--- src/rtl/pingpong_fifo_sched_pkg.sv ---
// Shared types and helpers for the ping-pong capture FIFO scheduler.
// Parameter defaults live here so the top and the tracker agree.
package pingpong_fifo_sched_pkg;

  typedef enum logic [2:0] {
    S_IDLE,
    S_INIT,
    S_RST,
    S_SETTLE,
    S_WRITE,
    S_DONE
  } state_e;

  typedef logic bank_t;

  localparam int unsigned INIT_WAIT_DEF    = 7;
  localparam int unsigned RST_LEN_DEF      = 5;
  localparam int unsigned RST_TO_WE_DEF    = 5;
  localparam int unsigned BLOCK_WORDS_DEF  = 4085;
  localparam int unsigned TOTAL_BLOCKS_DEF = 120;
  localparam int unsigned READY_DELAY_DEF  = 5;

  // Block period P: reset + settle + write window.
  function automatic int unsigned period(
    int unsigned rl,
    int unsigned rw,
    int unsigned bw
  );
    return rl + rw + bw;
  endfunction

  function automatic int unsigned max4(
    int unsigned a,
    int unsigned b,
    int unsigned c,
    int unsigned d
  );
    int unsigned m;
    m = a;
    if (b > m) m = b;
    if (c > m) m = c;
    if (d > m) m = d;
    return m;
  endfunction

  function automatic logic [1:0] bank_oh(bank_t b);
    return b ? 2'b10 : 2'b01;
  endfunction

endpackage

--- src/rtl/pingpong_fifo_sched_if.sv ---
// Host/FIFO-side signal bundle of the ping-pong scheduler.
// master = capture control side, slave = scheduler.
interface pingpong_fifo_sched_if;
  logic START;
  logic EP_ACK;
  logic FULL_X0;
  logic FULL_X1;
  logic RST_X0;
  logic RST_X1;
  logic WE_X0;
  logic WE_X1;
  logic RD_SEL;
  logic EP_READY;
  logic BUSY;
  logic DONE;
  logic OVERRUN;
  logic ERR_FULL;

  modport master (
    output START, EP_ACK, FULL_X0, FULL_X1,
    input  RST_X0, RST_X1, WE_X0, WE_X1,
    input  RD_SEL, EP_READY, BUSY, DONE,
    input  OVERRUN, ERR_FULL
  );

  modport slave (
    input  START, EP_ACK, FULL_X0, FULL_X1,
    output RST_X0, RST_X1, WE_X0, WE_X1,
    output RD_SEL, EP_READY, BUSY, DONE,
    output OVERRUN, ERR_FULL
  );
endinterface

--- src/rtl/pingpong_fifo_sched_ready.sv ---
// Ready tracker: delays block-end into EP_READY/RD_SEL,
// handles host ACK and the sticky OVERRUN flag.
module pingpong_ready_tracker
  import pingpong_fifo_sched_pkg::*;
#(
  parameter int unsigned READY_DELAY = READY_DELAY_DEF
) (
  input  logic  clk_i,
  input  logic  rst_ni,
  input  logic  arm_i,
  input  bank_t arm_bank_i,
  input  logic  ack_i,
  input  logic  clr_i,
  output logic  ready_o,
  output bank_t rd_sel_o,
  output logic  overrun_o
);

  localparam int TW = $clog2(READY_DELAY + 1);
  localparam logic [TW-1:0] TMR_LOAD = TW'(READY_DELAY - 1);

  logic [TW-1:0] tmr_q;
  logic          act_q;
  bank_t         bank_q;
  logic          ready_q;
  bank_t         sel_q;
  logic          ovr_q;
  logic          expire;

  assign expire = act_q && (tmr_q == '0);

  always_ff @(posedge clk_i or negedge rst_ni) begin
    if (!rst_ni) begin
      tmr_q   <= '0;
      act_q   <= 1'b0;
      bank_q  <= 1'b0;
      ready_q <= 1'b0;
      sel_q   <= 1'b0;
      ovr_q   <= 1'b0;
    end else begin
      // Delay < P, so at most one block is ever in flight here.
      if (arm_i) begin
        act_q  <= 1'b1;
        tmr_q  <= TMR_LOAD;
        bank_q <= arm_bank_i;
      end else if (act_q) begin
        if (tmr_q == '0) act_q <= 1'b0;
        else             tmr_q <= tmr_q - TW'(1);
      end
      // Expiry beats a same-edge ACK and then does not count as overrun.
      if (expire) begin
        ready_q <= 1'b1;
        sel_q   <= bank_q;
        if (ready_q && !ack_i) ovr_q <= 1'b1;
      end else if (ack_i && ready_q) begin
        ready_q <= 1'b0;
      end
      if (clr_i) ovr_q <= 1'b0;
    end
  end

  assign ready_o   = ready_q;
  assign rd_sel_o  = sel_q;
  assign overrun_o = ovr_q;

endmodule

--- src/rtl/pingpong_fifo_sched.sv ---
// Ping-pong capture FIFO write-side scheduler: bank reset,
// settle and write windows, alternating banks per block.
module pingpong_fifo_sched
  import pingpong_fifo_sched_pkg::*;
#(
  parameter int unsigned INIT_WAIT    = INIT_WAIT_DEF,
  parameter int unsigned RST_LEN      = RST_LEN_DEF,
  parameter int unsigned RST_TO_WE    = RST_TO_WE_DEF,
  parameter int unsigned BLOCK_WORDS  = BLOCK_WORDS_DEF,
  parameter int unsigned TOTAL_BLOCKS = TOTAL_BLOCKS_DEF,
  parameter int unsigned READY_DELAY  = READY_DELAY_DEF
) (
  input logic CLK,
  input logic RST_BAR,
  pingpong_fifo_sched_if.slave bus
);

  localparam int unsigned P =
    period(RST_LEN, RST_TO_WE, BLOCK_WORDS);
  localparam int unsigned RD_DLY =
    (READY_DELAY < P) ? READY_DELAY : P - 1;
  localparam int unsigned CMAX =
    max4(INIT_WAIT, RST_LEN, RST_TO_WE, BLOCK_WORDS);
  localparam int CW = $clog2(CMAX + 1);
  localparam int KW = $clog2(TOTAL_BLOCKS + 1);

  localparam logic [CW-1:0] INIT_LAST = CW'(INIT_WAIT - 1);
  localparam logic [CW-1:0] RST_LAST  = CW'(RST_LEN - 1);
  localparam logic [CW-1:0] SET_LAST  = CW'(RST_TO_WE - 1);
  localparam logic [CW-1:0] WR_LAST   = CW'(BLOCK_WORDS - 1);
  localparam logic [KW-1:0] BLK_LAST  = KW'(TOTAL_BLOCKS - 1);

  state_e        state_q;
  logic [CW-1:0] cnt_q;
  logic [KW-1:0] blk_q;
  bank_t         bank_q;
  logic [1:0]    rst_q;
  logic [1:0]    we_q;
  logic          busy_q;
  logic          done_q;
  logic          err_q;

  logic  start_ok;
  logic  blk_end;
  logic  ready;
  bank_t rd_sel;
  logic  ovr;

  assign start_ok = bus.START &&
    (state_q == S_IDLE || state_q == S_DONE);
  assign blk_end = (state_q == S_WRITE) && (cnt_q == WR_LAST);

  always_ff @(posedge CLK or negedge RST_BAR) begin
    if (!RST_BAR) begin
      state_q <= S_IDLE;
      cnt_q   <= '0;
      blk_q   <= '0;
      bank_q  <= 1'b0;
      rst_q   <= '0;
      we_q    <= '0;
      busy_q  <= 1'b0;
      done_q  <= 1'b0;
      err_q   <= 1'b0;
    end else begin
      if (|(we_q & {bus.FULL_X1, bus.FULL_X0})) err_q <= 1'b1;
      unique case (state_q)
        S_IDLE, S_DONE: begin
          if (bus.START) begin
            state_q <= S_INIT;
            cnt_q   <= '0;
            blk_q   <= '0;
            bank_q  <= 1'b0;
            busy_q  <= 1'b1;
            done_q  <= 1'b0;
            err_q   <= 1'b0;
          end
        end
        S_INIT: begin
          if (cnt_q == INIT_LAST) begin
            state_q <= S_RST;
            cnt_q   <= '0;
            rst_q   <= bank_oh(bank_q);
          end else begin
            cnt_q <= cnt_q + CW'(1);
          end
        end
        S_RST: begin
          if (cnt_q == RST_LAST) begin
            state_q <= S_SETTLE;
            cnt_q   <= '0;
            rst_q   <= '0;
          end else begin
            cnt_q <= cnt_q + CW'(1);
          end
        end
        S_SETTLE: begin
          if (cnt_q == SET_LAST) begin
            state_q <= S_WRITE;
            cnt_q   <= '0;
            we_q    <= bank_oh(bank_q);
          end else begin
            cnt_q <= cnt_q + CW'(1);
          end
        end
        S_WRITE: begin
          if (blk_end) begin
            cnt_q <= '0;
            we_q  <= '0;
            blk_q <= blk_q + KW'(1);
            if (blk_q == BLK_LAST) begin
              state_q <= S_DONE;
              busy_q  <= 1'b0;
              done_q  <= 1'b1;
            end else begin
              state_q <= S_RST;
              bank_q  <= ~bank_q;
              rst_q   <= bank_oh(~bank_q);
            end
          end else begin
            cnt_q <= cnt_q + CW'(1);
          end
        end
        default: state_q <= S_IDLE;
      endcase
    end
  end

  pingpong_ready_tracker #(
    .READY_DELAY(RD_DLY)
  ) u_ready (
    .clk_i     (CLK),
    .rst_ni    (RST_BAR),
    .arm_i     (blk_end),
    .arm_bank_i(bank_q),
    .ack_i     (bus.EP_ACK),
    .clr_i     (start_ok),
    .ready_o   (ready),
    .rd_sel_o  (rd_sel),
    .overrun_o (ovr)
  );

  assign bus.RST_X0   = rst_q[0];
  assign bus.RST_X1   = rst_q[1];
  assign bus.WE_X0    = we_q[0];
  assign bus.WE_X1    = we_q[1];
  assign bus.BUSY     = busy_q;
  assign bus.DONE     = done_q;
  assign bus.ERR_FULL = err_q;
  assign bus.EP_READY = ready;
  assign bus.RD_SEL   = rd_sel;
  assign bus.OVERRUN  = ovr;

endmodule
--- src/flat_wrapper.sv ---
// flat-port wrapper written by rule: the top's interface ports become plain ports
module pingpong_fifo_sched_flat import pingpong_fifo_sched_pkg::*;
#(
  parameter int unsigned INIT_WAIT    = INIT_WAIT_DEF,
  parameter int unsigned RST_LEN      = RST_LEN_DEF,
  parameter int unsigned RST_TO_WE    = RST_TO_WE_DEF,
  parameter int unsigned BLOCK_WORDS  = BLOCK_WORDS_DEF,
  parameter int unsigned TOTAL_BLOCKS = TOTAL_BLOCKS_DEF,
  parameter int unsigned READY_DELAY  = READY_DELAY_DEF
)
  (CLK, RST_BAR, bus_START, bus_EP_ACK, bus_FULL_X0, bus_FULL_X1, bus_RST_X0, bus_RST_X1, bus_WE_X0, bus_WE_X1, bus_RD_SEL, bus_EP_READY, bus_BUSY, bus_DONE, bus_OVERRUN, bus_ERR_FULL);
  pingpong_fifo_sched_if bus_i ();
  input logic CLK;
  input logic RST_BAR;
  input wire logic [$bits(bus_i.START)-1:0] bus_START;
  input wire logic [$bits(bus_i.EP_ACK)-1:0] bus_EP_ACK;
  input wire logic [$bits(bus_i.FULL_X0)-1:0] bus_FULL_X0;
  input wire logic [$bits(bus_i.FULL_X1)-1:0] bus_FULL_X1;
  output wire logic [$bits(bus_i.RST_X0)-1:0] bus_RST_X0;
  output wire logic [$bits(bus_i.RST_X1)-1:0] bus_RST_X1;
  output wire logic [$bits(bus_i.WE_X0)-1:0] bus_WE_X0;
  output wire logic [$bits(bus_i.WE_X1)-1:0] bus_WE_X1;
  output wire logic [$bits(bus_i.RD_SEL)-1:0] bus_RD_SEL;
  output wire logic [$bits(bus_i.EP_READY)-1:0] bus_EP_READY;
  output wire logic [$bits(bus_i.BUSY)-1:0] bus_BUSY;
  output wire logic [$bits(bus_i.DONE)-1:0] bus_DONE;
  output wire logic [$bits(bus_i.OVERRUN)-1:0] bus_OVERRUN;
  output wire logic [$bits(bus_i.ERR_FULL)-1:0] bus_ERR_FULL;
  assign bus_i.START = bus_START;
  assign bus_i.EP_ACK = bus_EP_ACK;
  assign bus_i.FULL_X0 = bus_FULL_X0;
  assign bus_i.FULL_X1 = bus_FULL_X1;
  assign bus_RST_X0 = bus_i.RST_X0;
  assign bus_RST_X1 = bus_i.RST_X1;
  assign bus_WE_X0 = bus_i.WE_X0;
  assign bus_WE_X1 = bus_i.WE_X1;
  assign bus_RD_SEL = bus_i.RD_SEL;
  assign bus_EP_READY = bus_i.EP_READY;
  assign bus_BUSY = bus_i.BUSY;
  assign bus_DONE = bus_i.DONE;
  assign bus_OVERRUN = bus_i.OVERRUN;
  assign bus_ERR_FULL = bus_i.ERR_FULL;
  pingpong_fifo_sched #(.INIT_WAIT(INIT_WAIT), .RST_LEN(RST_LEN), .RST_TO_WE(RST_TO_WE), .BLOCK_WORDS(BLOCK_WORDS), .TOTAL_BLOCKS(TOTAL_BLOCKS), .READY_DELAY(READY_DELAY)) u_core (.CLK(CLK), .RST_BAR(RST_BAR), .bus(bus_i));
endmodule
--- config.mk ---
export PLATFORM = sky130hd
export DESIGN_NAME = pingpong_fifo_sched_flat
export DESIGN_NICKNAME = d
export VERILOG_FILES = /design/src/rtl/pingpong_fifo_sched_pkg.sv /design/src/rtl/pingpong_fifo_sched_if.sv /design/src/rtl/pingpong_fifo_sched_ready.sv /design/src/rtl/pingpong_fifo_sched.sv /design/src/flat_wrapper.sv
export SDC_FILE = /design/constraint.sdc
export NUM_CORES = 1
export LEC_CHECK = 0
export CAP_MARGIN = 30
export CORE_MARGIN = 1.5
export CORE_UTILIZATION = 42
export DETAILED_ROUTE_END_ITERATION = 8
export PLACE_DENSITY = 0.63
export SYNTH_ARGS = -nofsm -noshare
export SYNTH_HDL_FRONTEND = slang
export SYNTH_HIERARCHICAL = 1
export SYNTH_SLANG_ARGS = --single-unit
--- constraint.sdc ---
create_clock -name CLK -period 2.1 [get_ports CLK]
set_input_delay 0.42 -clock CLK [delete_from_list [all_inputs] [get_ports CLK]]
set_output_delay 0.42 -clock CLK [all_outputs]
set_load 0.005 [all_outputs]
* Word-level counts from Yosys, hierarchy flattened *
Cells that the tools add are included.

operators by class
  $add $sub $neg = 3
  multiply operators = 0
  div/mod/pow operators = 0
  order comparisons = 0
  eq/ne operators = 17
  shift-type cells = 0
  muxes and demuxes = 50
  bitwise gates (word level) = 2
  reductions and logical operators = 29

operator list
  kind                   count
  $mux 12                4
  $pmux 12 s4            1
  $mux 3                 9
  $eq 12x3->1 const B    2
  $mux 1                 19
  $mux 2                 8
  $pmux 3 s5             1
  $mux 7                 2
  $pmux 7 s2             1
  $add 12x1->12 const B  1
  $eq 12x12->1 const B   1
  $reduce_bool 2->1      6
  $ne 2x1->1 const B     5
  $reduce_and 5->1       2
  $reduce_and 4->1       2
  $add 7x1->7 const B    1
  $eq 7x7->1 const B     1
  $eq 3x2->1 const B     2
  $eq 3x3->1 const B     2
  $logic_not 3->1        2
  $ne 2x2->1 const B     3
  $pmux 1 s2             3
  $pmux 2 s3             1
  $reduce_and 2->1       3
  12 further kinds       19

storage, ports and cells
  register bits after elaboration = 38
  bits in latches = 0
  bits in writable memories = 0
  memory bits (read-only) = 0
  output and inout port bits = 10
  memories = 0

* Longest topological paths before layout *
  depth in word-level cells = 5
  mapped depth = 8
  gate-level depth less buffers = 7

* Modules after synthesis *
The synthesis kept the hierarchy.

by module, submodules not included
  module                  instances  cells each  area an instance (um^2)
  pingpong_fifo_sched     1          189         1720.4
  pingpong_ready_tracker  1          31          365.4

* Least setup slack after synthesis *
OpenSTA, ideal clock, no wires.

  path type = register -> register
  from = reg u_core.state_q[0]
  to = reg u_core.u_ready.bank_q
  setup time = 0.125 ns
  arrival time = 1.773 ns
  required time = 1.975 ns
  setup slack = 0.202 ns
  cell stages (with the launch flop) = 6
  buffers on the path = 2
  clock period less this slack = 1.898 ns
  cell sequence = dfrtp_1 buf_6 or3b_4 nor4_4 buf_4 mux2_2

between the ends
  word-level cells in the longest chain between the ends = 2

ends and longest elaborated chain
  element                 RTL line                         source
  from (decl)             pingpong_fifo_sched.sv:33        state_e state_q;
  from (signal assigned)  pingpong_fifo_sched.sv:55        state_q <= S_IDLE;
  from (signal assigned)  pingpong_fifo_sched.sv:69        state_q <= S_INIT;
  from (signal assigned)  pingpong_fifo_sched.sv:80        state_q <= S_RST;
  $eq 3x3->1              pingpong_fifo_sched.sv:51        assign blk_end = (state_q == S_WRITE) && (cnt_q == WR_LAST);
  $logic_and 1x1->1       pingpong_fifo_sched.sv:51
  via u_core.blk_end      pingpong_fifo_sched.sv:44        logic blk_end;
  to (signal assigned)    pingpong_fifo_sched_ready.sv:45  bank_q <= arm_bank_i;
  to (decl)               pingpong_fifo_sched_ready.sv:24  bank_t bank_q;

The timed path passes the listed nets, and every way through them passes these cells.
A chain may end at the register's enable or synchronous reset.

* Worst setup path in the final report *
  from = reg u_core.cnt_q[0]
  to = reg u_core.blk_q[5]

between the ends
  word-level cells in the longest chain between the ends = 4

ends and longest elaborated chain
  element                            RTL line                    source
  from (decl)                        pingpong_fifo_sched.sv:34   logic [CW-1:0] cnt_q;
  from (signal assigned)             pingpong_fifo_sched.sv:84   cnt_q <= cnt_q + CW'(1);
  from (signal assigned)             pingpong_fifo_sched.sv:93   cnt_q <= cnt_q + CW'(1);
  from (signal assigned)             pingpong_fifo_sched.sv:102  cnt_q <= cnt_q + CW'(1);
  $eq 12x12->1                       pingpong_fifo_sched.sv:51
  $logic_and 1x1->1                  pingpong_fifo_sched.sv:51
  $ne 2x1->1 (no source line)        n/a
  $reduce_and 3->1 (no source line)  n/a
  to (signal assigned)               pingpong_fifo_sched.sv:109  blk_q <= blk_q + KW'(1);
  to (decl)                          pingpong_fifo_sched.sv:35   logic [KW-1:0] blk_q;

Every way passes these cells.

==> summary.json <==
{
  "status": {"value": "finished clean"},
  "fin_cells": {"value": 318},
  "yosysWarnings": {"value": 6},
  "routed_wire_length_per_instance": {"value": 13.2, "unit": "µm"},
  "cp_cell_sequence": {"value": "inv_2 > ha_1 > nand3b_1 > nor4_4 > nor2_4 > or3_1 > a21oi_2"},
  "grt_pass1_wl": {"value": 7.17, "unit": "mm"},
  "die_h": {"value": 73.5, "unit": "µm"},
  "worstHoldPathType": {"value": "input pin to async pin"},
  "cp-end-kind": {"value": "register"},
  "worstReg2RegStart": {"value": "u_core/cnt_q[0]$_DFFE_PN0P_"},
  "syn2layout_area_growth": {"value": 21.0, "unit": "%"},
  "num_vias": {"value": 1646},
  "final_layout_size_suffix_gt1_share": {"value": 17.1, "unit": "%"},
  "placement_rows": {"value": 25},
  "fillerInstances": {"value": 458},
  "ys_async_sr_fraction": {"value": 100, "unit": "%"},
  "hpwlAfterDp": {"value": 2.91, "unit": "mm"},
  "powerDensity": {"value": 1070, "unit": "nW/µm²"},
  "h-tree-depth": {"value": 2},
  "final_cell_area": {"value": 2520, "unit": "µm²"},
  "worst-slew-pin-transition": {"value": 0.657, "unit": "ns"},
  "most_common_flop_cell_mapped_by_yosys": {"value": "dfrtp_1"},
  "floorplan_die_width": {"value": 73.5, "unit": "µm"},
  "cts_made_buffers": {"value": 5},
  "worst_slew_margin_rel": {"value": 56.2, "unit": "%"},
  "final.period_utilization": {"value": 95.5, "unit": "%"},
  "synthesis.area_per_instance": {"value": 9.48, "unit": "µm²"},
  "setup_tns": {"value": 0, "unit": "ns"},
  "leakage": {"value": 0.00116, "unit": "µW"},
  "vdd_drop_max": {"value": 0.000490, "unit": "V"},
  "fmax": {"value": 499, "unit": "MHz"},
  "antenna_left": {"value": 0},
  "diodes": {"value": 0},
  "io-pin-count": {"value": 16},
  "gpl_wtd_cong": {"value": 0.805},
  "grt.total_usage": {"value": 17.5, "unit": "%"},
  "antenna_found_initial": {"value": 0},
  "most-common-layout-cells": {"value": "dfrtp_1, nor2_1, o21ai_0, nand2_1, buf_4"},
  "critical_path_required": {"value": 2.32, "unit": "ns"},
  "crit_slowest_cell": {"value": "nor4_4"},
  "dpl.cell_count": {"value": 307},
  "critical_path.startpoint_type": {"value": "register"},
  "synth-simple-area-share": {"value": 22.0, "unit": "%"},
  "tritoncts_clock_tree": {"value": "done"},
  "drc_errors": {"value": 0},
  "layout_commonest_cell": {"value": "dfrtp_1"},
  "cts_root_buf": {"value": "clkbuf_8"},
  "clock_net_sink_count": {"value": 38},
  "gate_count_of_the_mapped_netlist": {"value": 220},
  "reg2reg_slack": {"value": 0.1, "unit": "ns"},
  "r2r.worst_path.cells": {"value": 7},
  "setup-violations-final": {"value": 0},
  "drv.max_cap_violation_count": {"value": 0},
  "layout.core_utilization": {"value": 53.1, "unit": "%"},
  "drt_iter0_markers": {"value": 93},
  "grt_overflow_total": {"value": 0},
  "yosys_register_bits": {"value": 38},
  "hold_violations": {"value": 0},
  "grt_max_degree": {"value": 39},
  "die_area": {"value": 5400, "unit": "µm²"},
  "slew_viol_final": {"value": 0},
  "setup.worst_path.class": {"value": "register to register"},
  "final_critical_path_setup_slack": {"value": 0.0954, "unit": "ns"},
  "crit_path_dat": {"value": 2.22, "unit": "ns"},
  "floorplan.initialDensity": {"value": 43.9, "unit": "%"},
  "final_worst_clock_skew": {"value": 0.00532, "unit": "ns"},
  "synthesis.area": {"value": 2090, "unit": "µm²"},
  "main_combinational_cell_family_by_area_after_synthesis": {"value": "simple AND/OR/NAND/NOR gates"},
  "viasPerCell": {"value": 5.18},
  "postRouteWirelength": {"value": 4.21, "unit": "mm"},
  "synth_compound_area_share": {"value": 18.0, "unit": "%"},
  "clockBufferDepth": {"value": 2},
  "post-place-ws": {"value": 0.0476, "unit": "ns"},
  "period_minus_slack": {"value": 2.00, "unit": "ns"},
  "synthXorXnorAreaFrac": {"value": 2.10, "unit": "%"},
  "synth.area.mux_share": {"value": 3.96, "unit": "%"},
  "clk_pin_slew": {"value": 0.07, "unit": "ns"},
  "critPathMaxFanout": {"value": 6},
  "multi_input_comb_area": {"value": 1050, "unit": "µm²"},
  "first_global_vias": {"value": 1583},
  "postPlaceCellArea": {"value": 2390, "unit": "µm²"},
  "insertion_delay_of_the_later_clocked_pin_in_the_worst_skew_pair": {"value": 0.29, "unit": "ns"},
  "placement.io_buffers": {"value": 15},
  "finish.net_count": {"value": 262},
  "cpPeakStageDelay": {"value": 0.46, "unit": "ns"},
  "seq_area": {"value": 951, "unit": "µm²"},
  "worstReg2RegEnd": {"value": "u_core/blk_q[5]$_DFFE_PN0P_"},
  "number_of_buffers_inserted_for_hold_repair_after_clock_tree_synthesis": {"value": 0},
  "ys_seq_area_share": {"value": 45.6, "unit": "%"},
  "synth_cell_types": {"value": 47},
  "synth_edf_count": {"value": 0},
  "fp.coreArea": {"value": 4750, "unit": "µm²"},
  "drt-pass1-iter-count": {"value": 4},
  "synth_nets": {"value": 232},
  "crit_start": {"value": "u_core/cnt_q[0]$_DFFE_PN0P_"},
  "synth-adder-area-share": {"value": 3.60, "unit": "%"}
}
==> kinds of logic (layout without fill, tap and decap cells) <==
| kind of cell | after synthesis | in the layout |
|---|---|---|
| adders and majority gates | 6 | 6 |
| DFF | 38 | 38 |
| xor gates and xnor gates | 5 | 5 |
| buffers and inverters | 23 | 54 |
| muxes | 7 | 7 |
| AOI/OAI and AO/OA | 58 | 58 |
| and+or+nand+nor | 83 | 83 |
==> sequential cells by signal (all words and copies together) (netlist names), 2 cells and up <==
signal / count
u_core/we_q: 2
u_core/rst_q: 2
u_core/u_ready/tmr_q: 3
u_core/blk_q: 7
u_core/cnt_q: 12
u_core/state_q: 3
==> metrics by stage <==
stage                     hold slack, ns  total power (µW)
after floorplan                    0.124              1710
after global placement             0.479              2130
after detailed placement           0.477              2130
after CTS                          0.182              2680
after global routing               0.198              2930
final                              0.163              2700
==> worst max path at each step <==
stage,endpoint,slack (ns)
after floorplan,u_core/u_ready/bank_q$_DFFE_PN0P_,0.20
after global placement,u_core/cnt_q[6]$_DFFE_PN0P_,0.09
after detailed placement,u_core/cnt_q[6]$_DFFE_PN0P_,0.05
after CTS,u_core/rst_q[0]$_DFFE_PN0P_,0.11
after global routing,u_core/blk_q[5]$_DFFE_PN0P_,-0.04
final,u_core/blk_q[5]$_DFFE_PN0P_,0.1
==> worst max-delay path: cells and delay by family (launching register included) <==
family	cells	cell delay [ns]
AO/OA/AOI/OAI	1	0.15
adder cells (fa/ha/maj)	1	0.16
buffers and inverters	1	0.08
flip-flops	1	0.42
AND/OR/NAND/NOR	4	1.13
==> final cells by class <==
| type | instances | share of cell area (%) |
|---|---|---|
| clock buffer | 6 | 3.27 |
| clock inverter | 2 | 0.496 |
| inverter | 14 | 2.08 |
| multi-input combinational | 159 | 41.7 |
| sequential | 38 | 37.7 |
| tap | 67 | 3.32 |
| timing repair buffer | 32 | 11.5 |
==> synthesized netlist by cell type (2+ instances only) <==
library cell	instances	area, µm²
o21ai_0	16	80.1
dfrtp_1	38	951
mux2_2	6	67.6
inv_1	14	52.6
nand2_1	15	56.3
nand3_1	9	45.0
nand4_1	3	18.8
a31oi_1	4	25.0
nand2b_1	3	18.8
clkbuf_1	6	22.5
a21oi_1	14	70.1
and3b_1	2	17.5
o211ai_1	2	15.0
ha_1	6	75.1
o2bb2ai_1	2	17.5
nor4_1	3	18.8
nor2b_1	3	18.8
nor3_1	2	10.0
nand3b_1	6	45.0
xor2_1	5	43.8
o22ai_1	3	18.8
nor2_1	22	82.6
a22o_1	3	26.3
and3_1	6	37.5
a211o_1	2	17.5
a21o_1	4	30.0
==> metal layers <==
layer / GRT usage, % / part of all wire, % / vias to the layer above
met5: 0 / 0 / -
met4: 7.61 / 1.8 / 0
met2: 26.2 / 44 / 9
met1: 23.1 / 52 / 777
li1: - / - / 853
met3: 5.62 / 1.8 / 7
==> power breakdown <==
group	total [µW]	switching (µW)	internal [µW]
clock network	522	258	264
registers	960	102	859
logic	1220	642	578
total	2700	1000	1700
==> timing repair <==
action                                 in CTS  in global routing
setup buffers                               0                  3
gates resized for setup                     0                  5
endpoints found under the hold margin       0                  0
setup endpoints to repair                   0                  2
Note: power is estimated with default switching activity, not from simulation.
